--- config.mk ---
export PLATFORM = sky130hd
export DESIGN_NAME = ippcsge_an_ctl
export DESIGN_NICKNAME = d
export VERILOG_FILES = /design/src/rtl/ippcsge_an_ctl.sv
export SDC_FILE = /design/constraint.sdc
export NUM_CORES = 1
export LEC_CHECK = 0
export CAP_MARGIN = 40
export CELL_PAD_IN_SITES_DETAIL_PLACEMENT = 1
export CELL_PAD_IN_SITES_GLOBAL_PLACEMENT = 1
export CORE_AREA = 3 3 102 104
export DETAILED_ROUTE_END_ITERATION = 7
export DIE_AREA = 0 0 105 107
export GPL_TIMING_DRIVEN = 0
export PLACE_DENSITY = 0.77
export RECOVER_POWER = 100
export SKIP_LAST_GASP = 1
export SYNTH_ARGS = -nofsm -noshare
export SYNTH_HDL_FRONTEND = slang
export SYNTH_SLANG_ARGS = --single-unit
--- constraint.sdc ---
create_clock -name sclk125 -period 3.4 [get_ports sclk125]
set_clock_uncertainty 0.05 [all_clocks]
set_input_delay 0.68 -clock sclk125 [delete_from_list [all_inputs] [get_ports sclk125]]
set_output_delay 0.68 -clock sclk125 [all_outputs]
set_load 0.01 [all_outputs]
--- src/rtl/ippcsge_an_ctl.sv ---
// ippcsge_an_ctl: 1000BASE-X auto-negotiation arbitration controller for the
// GE PCS transmit path. It qualifies partner config codewords and idles from
// the PCS receiver, sequences link-up, and drives xmit / tx_cfdata into the
// PCS transmitter.
//
// Ports:
//   sclk125      125 MHz PCS clock (only clock)
//   rst_         synchronous active-low reset
//   an_en        auto-negotiation enable (quasi-static)
//   an_restart   one-cycle restart pulse
//   adv_ability  local advertised ability (bit14 replaced by this block)
//   sync_ok      receiver code-group sync acquired
//   rx_cfg_vld   one-cycle pulse, rx_cfdata holds a received config codeword
//   rx_cfdata    received config codeword
//   rx_idle_vld  one-cycle pulse, one /I/ ordered set received
//   xmit         0 = IDLE, 1 = CONFIG, 2 = DATA
//   tx_cfdata    config codeword to the transmitter
//   an_complete  high only in LINK_OK
//   lp_ability   latched link-partner ability
//   an_state     current state encoding
module ippcsge_an_ctl #(
    parameter int unsigned LINK_TIMER = 1250000,
    parameter int unsigned TMR_W      = 21
) (
    input  logic        sclk125,
    input  logic        rst_,
    input  logic        an_en,
    input  logic        an_restart,
    input  logic [15:0] adv_ability,
    input  logic        sync_ok,
    input  logic        rx_cfg_vld,
    input  logic [15:0] rx_cfdata,
    input  logic        rx_idle_vld,
    output logic [1:0]  xmit,
    output logic [15:0] tx_cfdata,
    output logic        an_complete,
    output logic [15:0] lp_ability,
    output logic [2:0]  an_state
);

    localparam logic [TMR_W-1:0] TMR_LAST    = TMR_W'(LINK_TIMER - 1);
    localparam logic [1:0]       XMIT_IDLE   = 2'd0;
    localparam logic [1:0]       XMIT_CONFIG = 2'd1;
    localparam logic [1:0]       XMIT_DATA   = 2'd2;

    typedef enum logic [2:0] {
        AN_ENABLE       = 3'd0,
        AN_RESTART      = 3'd1,
        ABILITY_DETECT  = 3'd2,
        ACK_DETECT      = 3'd3,
        COMPLETE_ACK    = 3'd4,
        IDLE_DETECT     = 3'd5,
        LINK_OK         = 3'd6,
        DISABLE_LINK_OK = 3'd7
    } state_e;

    state_e            state_q, state_d;
    logic [TMR_W-1:0]  timer_q, timer_d;
    logic [1:0]        abl_cnt_q, abl_cnt_d;
    logic [1:0]        idle_cnt_q, idle_cnt_d;
    logic [15:0]       prev_cw_q, prev_cw_d;
    logic [2:0]        ack_hist_q, ack_hist_d;
    logic [15:0]       lp_q, lp_d;
    logic              an_en_q;
    logic [1:0]        xmit_q, xmit_d;
    logic [15:0]       tx_q, tx_d;
    logic              cmpl_q, cmpl_d;
    logic              timer_rst;

    logic timer_done, ability_match, ack_match, idle_match, rx_zero;
    logic cw_nz, cw_eq, an_en_fall, an_en_rise;

    // Codeword compare ignores the ACK bit (bit14).
    function automatic logic [14:0] mask14(input logic [15:0] v);
        return {v[15], v[13:0]};
    endfunction

    assign timer_done    = (timer_q == TMR_LAST);
    assign ability_match = (abl_cnt_q == 2'd3);
    assign ack_match     = ability_match && (&ack_hist_q);
    assign idle_match    = (idle_cnt_q == 2'd3);
    assign cw_nz         = (rx_cfdata != 16'h0000);
    assign cw_eq         = (mask14(rx_cfdata) == mask14(prev_cw_q));
    assign rx_zero       = rx_cfg_vld && !cw_nz;
    assign an_en_fall    = an_en_q && !an_en;
    assign an_en_rise    = !an_en_q && an_en;

    // State and datapath register.
    always_ff @(posedge sclk125) begin
        if (!rst_) begin
            state_q    <= AN_ENABLE;
            timer_q    <= '0;
            abl_cnt_q  <= '0;
            idle_cnt_q <= '0;
            prev_cw_q  <= '0;
            ack_hist_q <= '0;
            lp_q       <= '0;
            an_en_q    <= 1'b0;
            xmit_q     <= XMIT_CONFIG;
            tx_q       <= '0;
            cmpl_q     <= 1'b0;
        end else begin
            state_q    <= state_d;
            timer_q    <= timer_d;
            abl_cnt_q  <= abl_cnt_d;
            idle_cnt_q <= idle_cnt_d;
            prev_cw_q  <= prev_cw_d;
            ack_hist_q <= ack_hist_d;
            lp_q       <= lp_d;
            an_en_q    <= an_en;
            xmit_q     <= xmit_d;
            tx_q       <= tx_d;
            cmpl_q     <= cmpl_d;
        end
    end

    // Consistency and idle counters; a config codeword always clears the idle run.
    always_comb begin
        abl_cnt_d  = abl_cnt_q;
        idle_cnt_d = idle_cnt_q;
        prev_cw_d  = prev_cw_q;
        ack_hist_d = ack_hist_q;
        if (rx_cfg_vld) begin
            prev_cw_d  = rx_cfdata;
            ack_hist_d = {ack_hist_q[1:0], rx_cfdata[14]};
            idle_cnt_d = '0;
            if (!cw_nz) begin
                abl_cnt_d = '0;
            end else if (cw_eq) begin
                abl_cnt_d = ability_match ? abl_cnt_q : abl_cnt_q + 2'd1;
            end else begin
                abl_cnt_d = 2'd1;
            end
        end else if (rx_idle_vld && !idle_match) begin
            idle_cnt_d = idle_cnt_q + 2'd1;
        end
        if (an_restart) begin
            abl_cnt_d  = '0;
            idle_cnt_d = '0;
        end
    end

    // Link timer: restart on selected state entries, otherwise saturate.
    always_comb begin
        timer_d = timer_q;
        if (timer_rst) begin
            timer_d = '0;
        end else if (!timer_done) begin
            timer_d = timer_q + TMR_W'(1);
        end
    end

    // Next-state logic; global overrides take precedence over per-state arcs.
    always_comb begin
        state_d   = state_q;
        timer_rst = 1'b0;
        lp_d      = lp_q;
        if (an_restart) begin
            state_d = AN_ENABLE;
        end else if (an_en && !sync_ok) begin
            state_d = AN_ENABLE;
        end else if (an_en_fall && (state_q != DISABLE_LINK_OK)) begin
            state_d = AN_ENABLE;
        end else begin
            case (state_q)
                AN_ENABLE: begin
                    if (an_en) begin
                        state_d   = AN_RESTART;
                        timer_rst = 1'b1;
                    end else begin
                        state_d = DISABLE_LINK_OK;
                    end
                end
                AN_RESTART: begin
                    if (timer_done) state_d = ABILITY_DETECT;
                end
                ABILITY_DETECT: begin
                    if (ability_match) begin
                        lp_d    = prev_cw_q;
                        state_d = ACK_DETECT;
                    end
                end
                ACK_DETECT: begin
                    if (ack_match && (prev_cw_q[13:0] == lp_q[13:0])) begin
                        state_d   = COMPLETE_ACK;
                        timer_rst = 1'b1;
                    end else if (ack_match || rx_zero) begin
                        state_d = AN_ENABLE;
                    end
                end
                COMPLETE_ACK: begin
                    if (rx_zero) begin
                        state_d = AN_ENABLE;
                    end else if (timer_done) begin
                        state_d   = IDLE_DETECT;
                        timer_rst = 1'b1;
                    end
                end
                IDLE_DETECT: begin
                    if (rx_zero) begin
                        state_d = AN_ENABLE;
                    end else if (timer_done && idle_match) begin
                        state_d = LINK_OK;
                    end
                end
                LINK_OK: begin
                    if (rx_zero || (ability_match && (mask14(prev_cw_q) != mask14(lp_q)))) begin
                        state_d = AN_ENABLE;
                    end
                end
                DISABLE_LINK_OK: begin
                    if (an_en_rise) state_d = AN_ENABLE;
                end
                default: state_d = AN_ENABLE;
            endcase
        end
    end

    // Moore output decode, taken from the next state so the flops track the state register.
    always_comb begin
        xmit_d = XMIT_CONFIG;
        tx_d   = '0;
        cmpl_d = 1'b0;
        case (state_d)
            ABILITY_DETECT:             tx_d = {adv_ability[15], 1'b0, adv_ability[13:0]};
            ACK_DETECT, COMPLETE_ACK:   tx_d = {adv_ability[15], 1'b1, adv_ability[13:0]};
            IDLE_DETECT:                xmit_d = XMIT_IDLE;
            LINK_OK: begin
                xmit_d = XMIT_DATA;
                cmpl_d = 1'b1;
            end
            DISABLE_LINK_OK:            xmit_d = XMIT_DATA;
            default: begin
                xmit_d = XMIT_CONFIG;
                tx_d   = '0;
            end
        endcase
    end

    assign xmit        = xmit_q;
    assign tx_cfdata   = tx_q;
    assign an_complete = cmpl_q;
    assign lp_ability  = lp_q;
    assign an_state    = state_q;

endmodule

# Word level (Yosys, flattened, before mapping)
# Index checks and enable logic that the tools add are counted.
[op_classes]
add_sub_neg = 3
n_eq_ne = 21
muxes = 29
n_bitwise = 4
n_reduce_logical = 27
[op_table]
columns = ["operator", "count"]
rows = [
  ["$mux 3", 14],
  ["$pmux 16 s2", 1],
  ["$eq 3x3->1 const B", 8],
  ["$pmux 3 s8", 1],
  ["$add 21x1->21 const B", 1],
  ["$eq 21x21->1 const B", 1],
  ["$reduce_bool 16->1", 1],
  ["$eq 15x15->1", 1],
  ["$ne 15x15->1", 1],
  ["$eq 14x14->1", 1],
  ["$eq 3x2->1 const B", 4],
  ["$logic_and 1x1->1", 10],
  ["$mux 1", 8],
  ["$reduce_or 2->1", 4],
  ["$mux 2", 3],
  ["$ne 3x3->1 const B", 2],
  ["$logic_not 1->1", 5],
  ["$reduce_and 5->1", 1],
  ["$add 2x1->2 const B", 2],
  ["$eq 2x2->1 const B", 2],
  ["$not 1->1", 4],
  ["$pmux 2 s2", 1],
  ["$eq 3x1->1 const B", 1],
  ["$logic_not 3->1", 1],
  ["5 further kinds", 6],
]
[totals]
register_bits = 83
inputBits = 39
output_inout_bits = 38

# Longest topological paths before layout
[logic_depth]
word_depth = 13
mapped_depth = 10

# Worst setup path before layout
# No wires, ideal clock.
[synth_path]
path_type = "input to register"
startpoint = "input rx_cfdata[1]"
endpoint = "register tx_q[10] (netlist: tx_cfdata[10])"
setup_ps = 59
arrival_time_ps = 2577
slack_ps = 715
cell_stages = 8
n_path_buf = 1
path_cell_list = "nor4_1 > and4_2 > nand2_1 > a221o_1 > or4_4 > a21oi_4 > buf_6 > and2_1"
[synth_via]
elab_chain_len = 13
[synth_rtl]
columns = ["item", "line", "text"]
rows = [
  ["start: declaration", "32", "input logic [15:0] rx_cfdata,"],
  ["$reduce_bool 16->1 (*)", "82", "assign cw_nz = (rx_cfdata != 16'h0000);"],
  ["$logic_not 1->1 (*)", "-", ""],
  ["$logic_and 1x1->1 (*)", "84", "assign rx_zero = rx_cfg_vld && !cw_nz;"],
  ["$logic_or 1x1->1", "187", "end else if (ack_match || rx_zero) begin"],
  ["$mux 3", "187", ""],
  ["$mux 3", "184", "if (ack_match && (prev_cw_q[13:0] == lp_q[13:0])) begin"],
  ["$pmux 3 s8 (*)", "165", "case (state_q)"],
  ["$mux 3 (*)", "162", "end else if (an_en_fall && (state_q != DISABLE_LINK_OK)) begin"],
  ["$mux 3 (*)", "160", "end else if (an_en && !sync_ok) begin"],
  ["$mux 3 (*)", "158", "if (an_restart) begin"],
  ["$eq 3x2->1 / $eq 3x3->1 (equally long branches)", "224", "case (state_d)"],
  ["$reduce_or 2->1", "224", ""],
  ["$pmux 16 s2 (*)", "224", ""],
  ["end signal: assignment", "112", "tx_q <= tx_d;"],
  ["end: declaration", "66", "logic [15:0] tx_q, tx_d;"],
]
# Mark *: on every way between the ends. The rest lies on a longest branch, timed or not.
# A chain may end at the register's enable or synchronous reset.

# Worst setup path in the final report
[layout_path]
startpoint = "input rx_cfdata[10]"
endpoint = "register tx_q[7] (netlist: tx_cfdata[7])"
# The elaborated chain is that of the path after synthesis.

==> metrics.yaml <==
status: "completed"
synth_cell_types: 51
h-tree-depth: 3
rows: 36
ys.warnings.count: 0
period_needed_ns: 3.21
n_antenna_cell: 0
die_h_um: 107
period_share_pct: 94.4
avgRoutedWirePerCell_um: 15.8
grt_overflow: 0
yosysTopAreaCell: "dfxtp_1"
leakage_nw: 1.96
startpoint_type: "input pin"
final_common_cell: "dfxtp_1"
synth_top_family_by_area: "simple AND/OR/NAND/NOR gates"
synth_fa_ha_area_share_pct: 1.01
end_kind: "flip-flop"
synth_xor_xnor_area_share_pct: 12.1
gr-usage-met1_pct: 22.3
syn_nets: 422
vias: 2974
areaGrowthSynthToFinish_pct: 30.6
grt_antenna_before_repair: 0
grt_first_pass_wirelength_um: 16000
fmax_ghz: 0.312
drcViolationCount: 0
fp.dieW_um: 105
synth_area_per_cell_um2: 9.74
cts_tree: "done"
netlist_area_um2: 3700
start_util_pct: 38.4
cts_buffers: 9
cts_sinks: 82
met3_usage_pct: 2.59
numPortBuffers: 74
cp.required_ns: 3.66
layout_common_cells: "82 x dfxtp_1, 40 x nor2b_1, 40 x dlygate4sd3_1"
final-setup-viol-count: 0
drt_pass1_iterations: 4
dieArea_um2: 11200
reg2reg_depth: 8
synthCells: 380
irDropWorstVdd_v: 0.000210
path_class: "input pin to flip-flop"
ctsHoldBuffers: 0
hold_depth: 2
vias_per_cell: 4.93
power_density_nw_per_um2: 414
final-seq-area_um2: 1640
dp.cells: 587
reg2reg_from: "prev_cw_q[10]"
crit_fanout: 10
setup_slack_ns: 0.190
final_net_count: 507
met2_usage_pct: 30.8
synth_compound_area_share_pct: 5.17
clkSlewWorstSetupHoldPaths_ns: 0.08
max-cap-violations: 0
cp.arrival_ns: 3.47
core_area_um2: 9640
final_cells: 603
yosysSeqAreaShare_pct: 44.4
track_usage_pct: 17.8
cts_root_buf: "clkbuf_8"
post_cts_buffers: 0
rsz0062_at_grt: "no"
hold_violations: 0
muxShareOfSynthArea_pct: 9.74
worstSkewPairLatency_ns: 0.36
clk_path_buf_depth: 2
synth_top_flop_cell: "dfxtp_1"
synth_area_leaders: "dfxtp_1 44%, mux2i_1 9.7%, xnor2_1 8.5%"
ys_ff_latch: 82
synth-edff-count: 0
slew_headroom_pct: 44.1
rr_endpoint: "tx_cfdata[7]"
pre_cts_ws_ns: -0.239
worst_pin_slew_ns: 0.838
hp-start: "abl_cnt_q[1]"
ios: 77
ant_nets: 0
multi_input_area_um2: 1980
drt-initial-drc-count: 58
n_fill_cell: 1133
dp_hpwl_um: 7260
synth_top_area_share_pct: 44.4
grt_pass1_vias: 3165
synth-simple-area-share_pct: 25.4
synthArstFlopShare_pct: 0
wl_um: 9530
grt_max_degree: 14
drive_gt1_share_pct: 6.60
slew_viol_final: 0
place_congestion: 0.782
rrSetupSlack_ns: 0.51
busiest_layer: "met2"
holdPathEnd: "abl_cnt_q[1]"
worstHoldPathType: "flip-flop to flip-flop"
==> Yosys cell counts (all sizes together), types with 2 or more instances <==
| library cell | number |
|---|---|
| a21oi | 7 |
| a31oi | 3 |
| and2 | 19 |
| and3 | 4 |
| and4 | 3 |
| buf | 8 |
| clkbuf | 7 |
| dfxtp | 82 |
| ha | 3 |
| inv | 4 |
| mux2i | 36 |
| nand2 | 13 |
| nand2b | 4 |
| nand3 | 15 |
| nand4 | 11 |
| nand4bb | 2 |
| nor2 | 31 |
| nor2b | 40 |
| nor3 | 4 |
| nor4 | 8 |
| o21ai | 3 |
| or4 | 2 |
| xnor2 | 36 |
| xor2 | 15 |
==> cell families after synthesis <==
group,count (synthesis)
XOR/XNOR,51
multiplexers,36
flip-flops,82
AND/OR/NAND/NOR,163
buffers and inverters,19
adder cells (fa/ha/maj),3
AO/OA/AOI/OAI,26
==> metrics by stage <==
step	hold slack (ns)	utilization, %	instance area, um2	setup TNS, ns	power (mW)
2_1_floorplan	0.390	-	3700	0	1.14
3_3_place_gp	0.402	47.8	4610	-2.49	1.23
3_5_place_dp	0.429	47.8	4610	-2.79	1.23
4_1_cts	0.441	50.1	4830	0	2.02
5_1_grt	0.473	50.2	4830	0	2.09
6_report	0.436	50.2	4830	0	2.00
==> repair_timing <==
action / 4_1_cts / 5_1_grt
resized for setup: 0 / 2
setup endpoints to repair: 0 / 10
endpoints found under the hold margin: 0 / 0
==> routing by layer <==
layer / vias to the layer above / routed length [um]
li1: 1467 / -
met4: 0 / 178
met2: 54 / 4680
met5: - / 0
met3: 15 / 256
met1: 1438 / 4410
==> worst max path at each step <==
stage	from	slack, ns	cells after the start	endpoint
floorplan	rx_cfdata[1]	0.71	8	tx_cfdata[10]
global placement	rx_cfdata[4]	-0.21	9	tx_cfdata[8]
detailed placement	rx_cfdata[4]	-0.24	9	tx_cfdata[6]
CTS	rx_cfdata[4]	0.12	9	tx_cfdata[7]
global route	rx_cfdata[10]	0.02	9	tx_cfdata[8]
finish	rx_cfdata[10]	0.19	9	tx_cfdata[7]
==> state kept, by name (all words and copies together), names as in the netlist <==
name / cells
an_state: 3
abl_cnt_q: 2
timer_q: 21
xmit: 2
ack_hist_q: 2
an_en_q: 1
prev_cw_q: 16
idle_cnt_q: 2
an_complete: 1
tx_cfdata: 16
lp_ability: 16
==> critical path, stage by stage <==
cell             delay (ns)
clkdlybuf4s50_1        0.48
nor4_1                 0.40
and4_4                 0.35
nand2_1                0.11
a221o_1                0.40
or4_4                  0.55
a21oi_4                0.20
buf_6                  0.16
and2_0                 0.14
==> report_power, final <==
part | switching (mW) | internal [mW]
clock | 0.358 | 0.431
sequential | 0.0225 | 0.982
combinational | 0.0978 | 0.108
==> layout make-up <==
class	count	area share (%)
plain buffers	15	1.45
clock buffers	11	2.92
clock inverters	5	1.60
inverters	4	0.311
multi-input cells	279	41.0
flip-flops and latches	82	34.0
well taps	133	3.44
repair buffers	74	15.3
No activity file was read; power rests on OpenSTA's default activity.
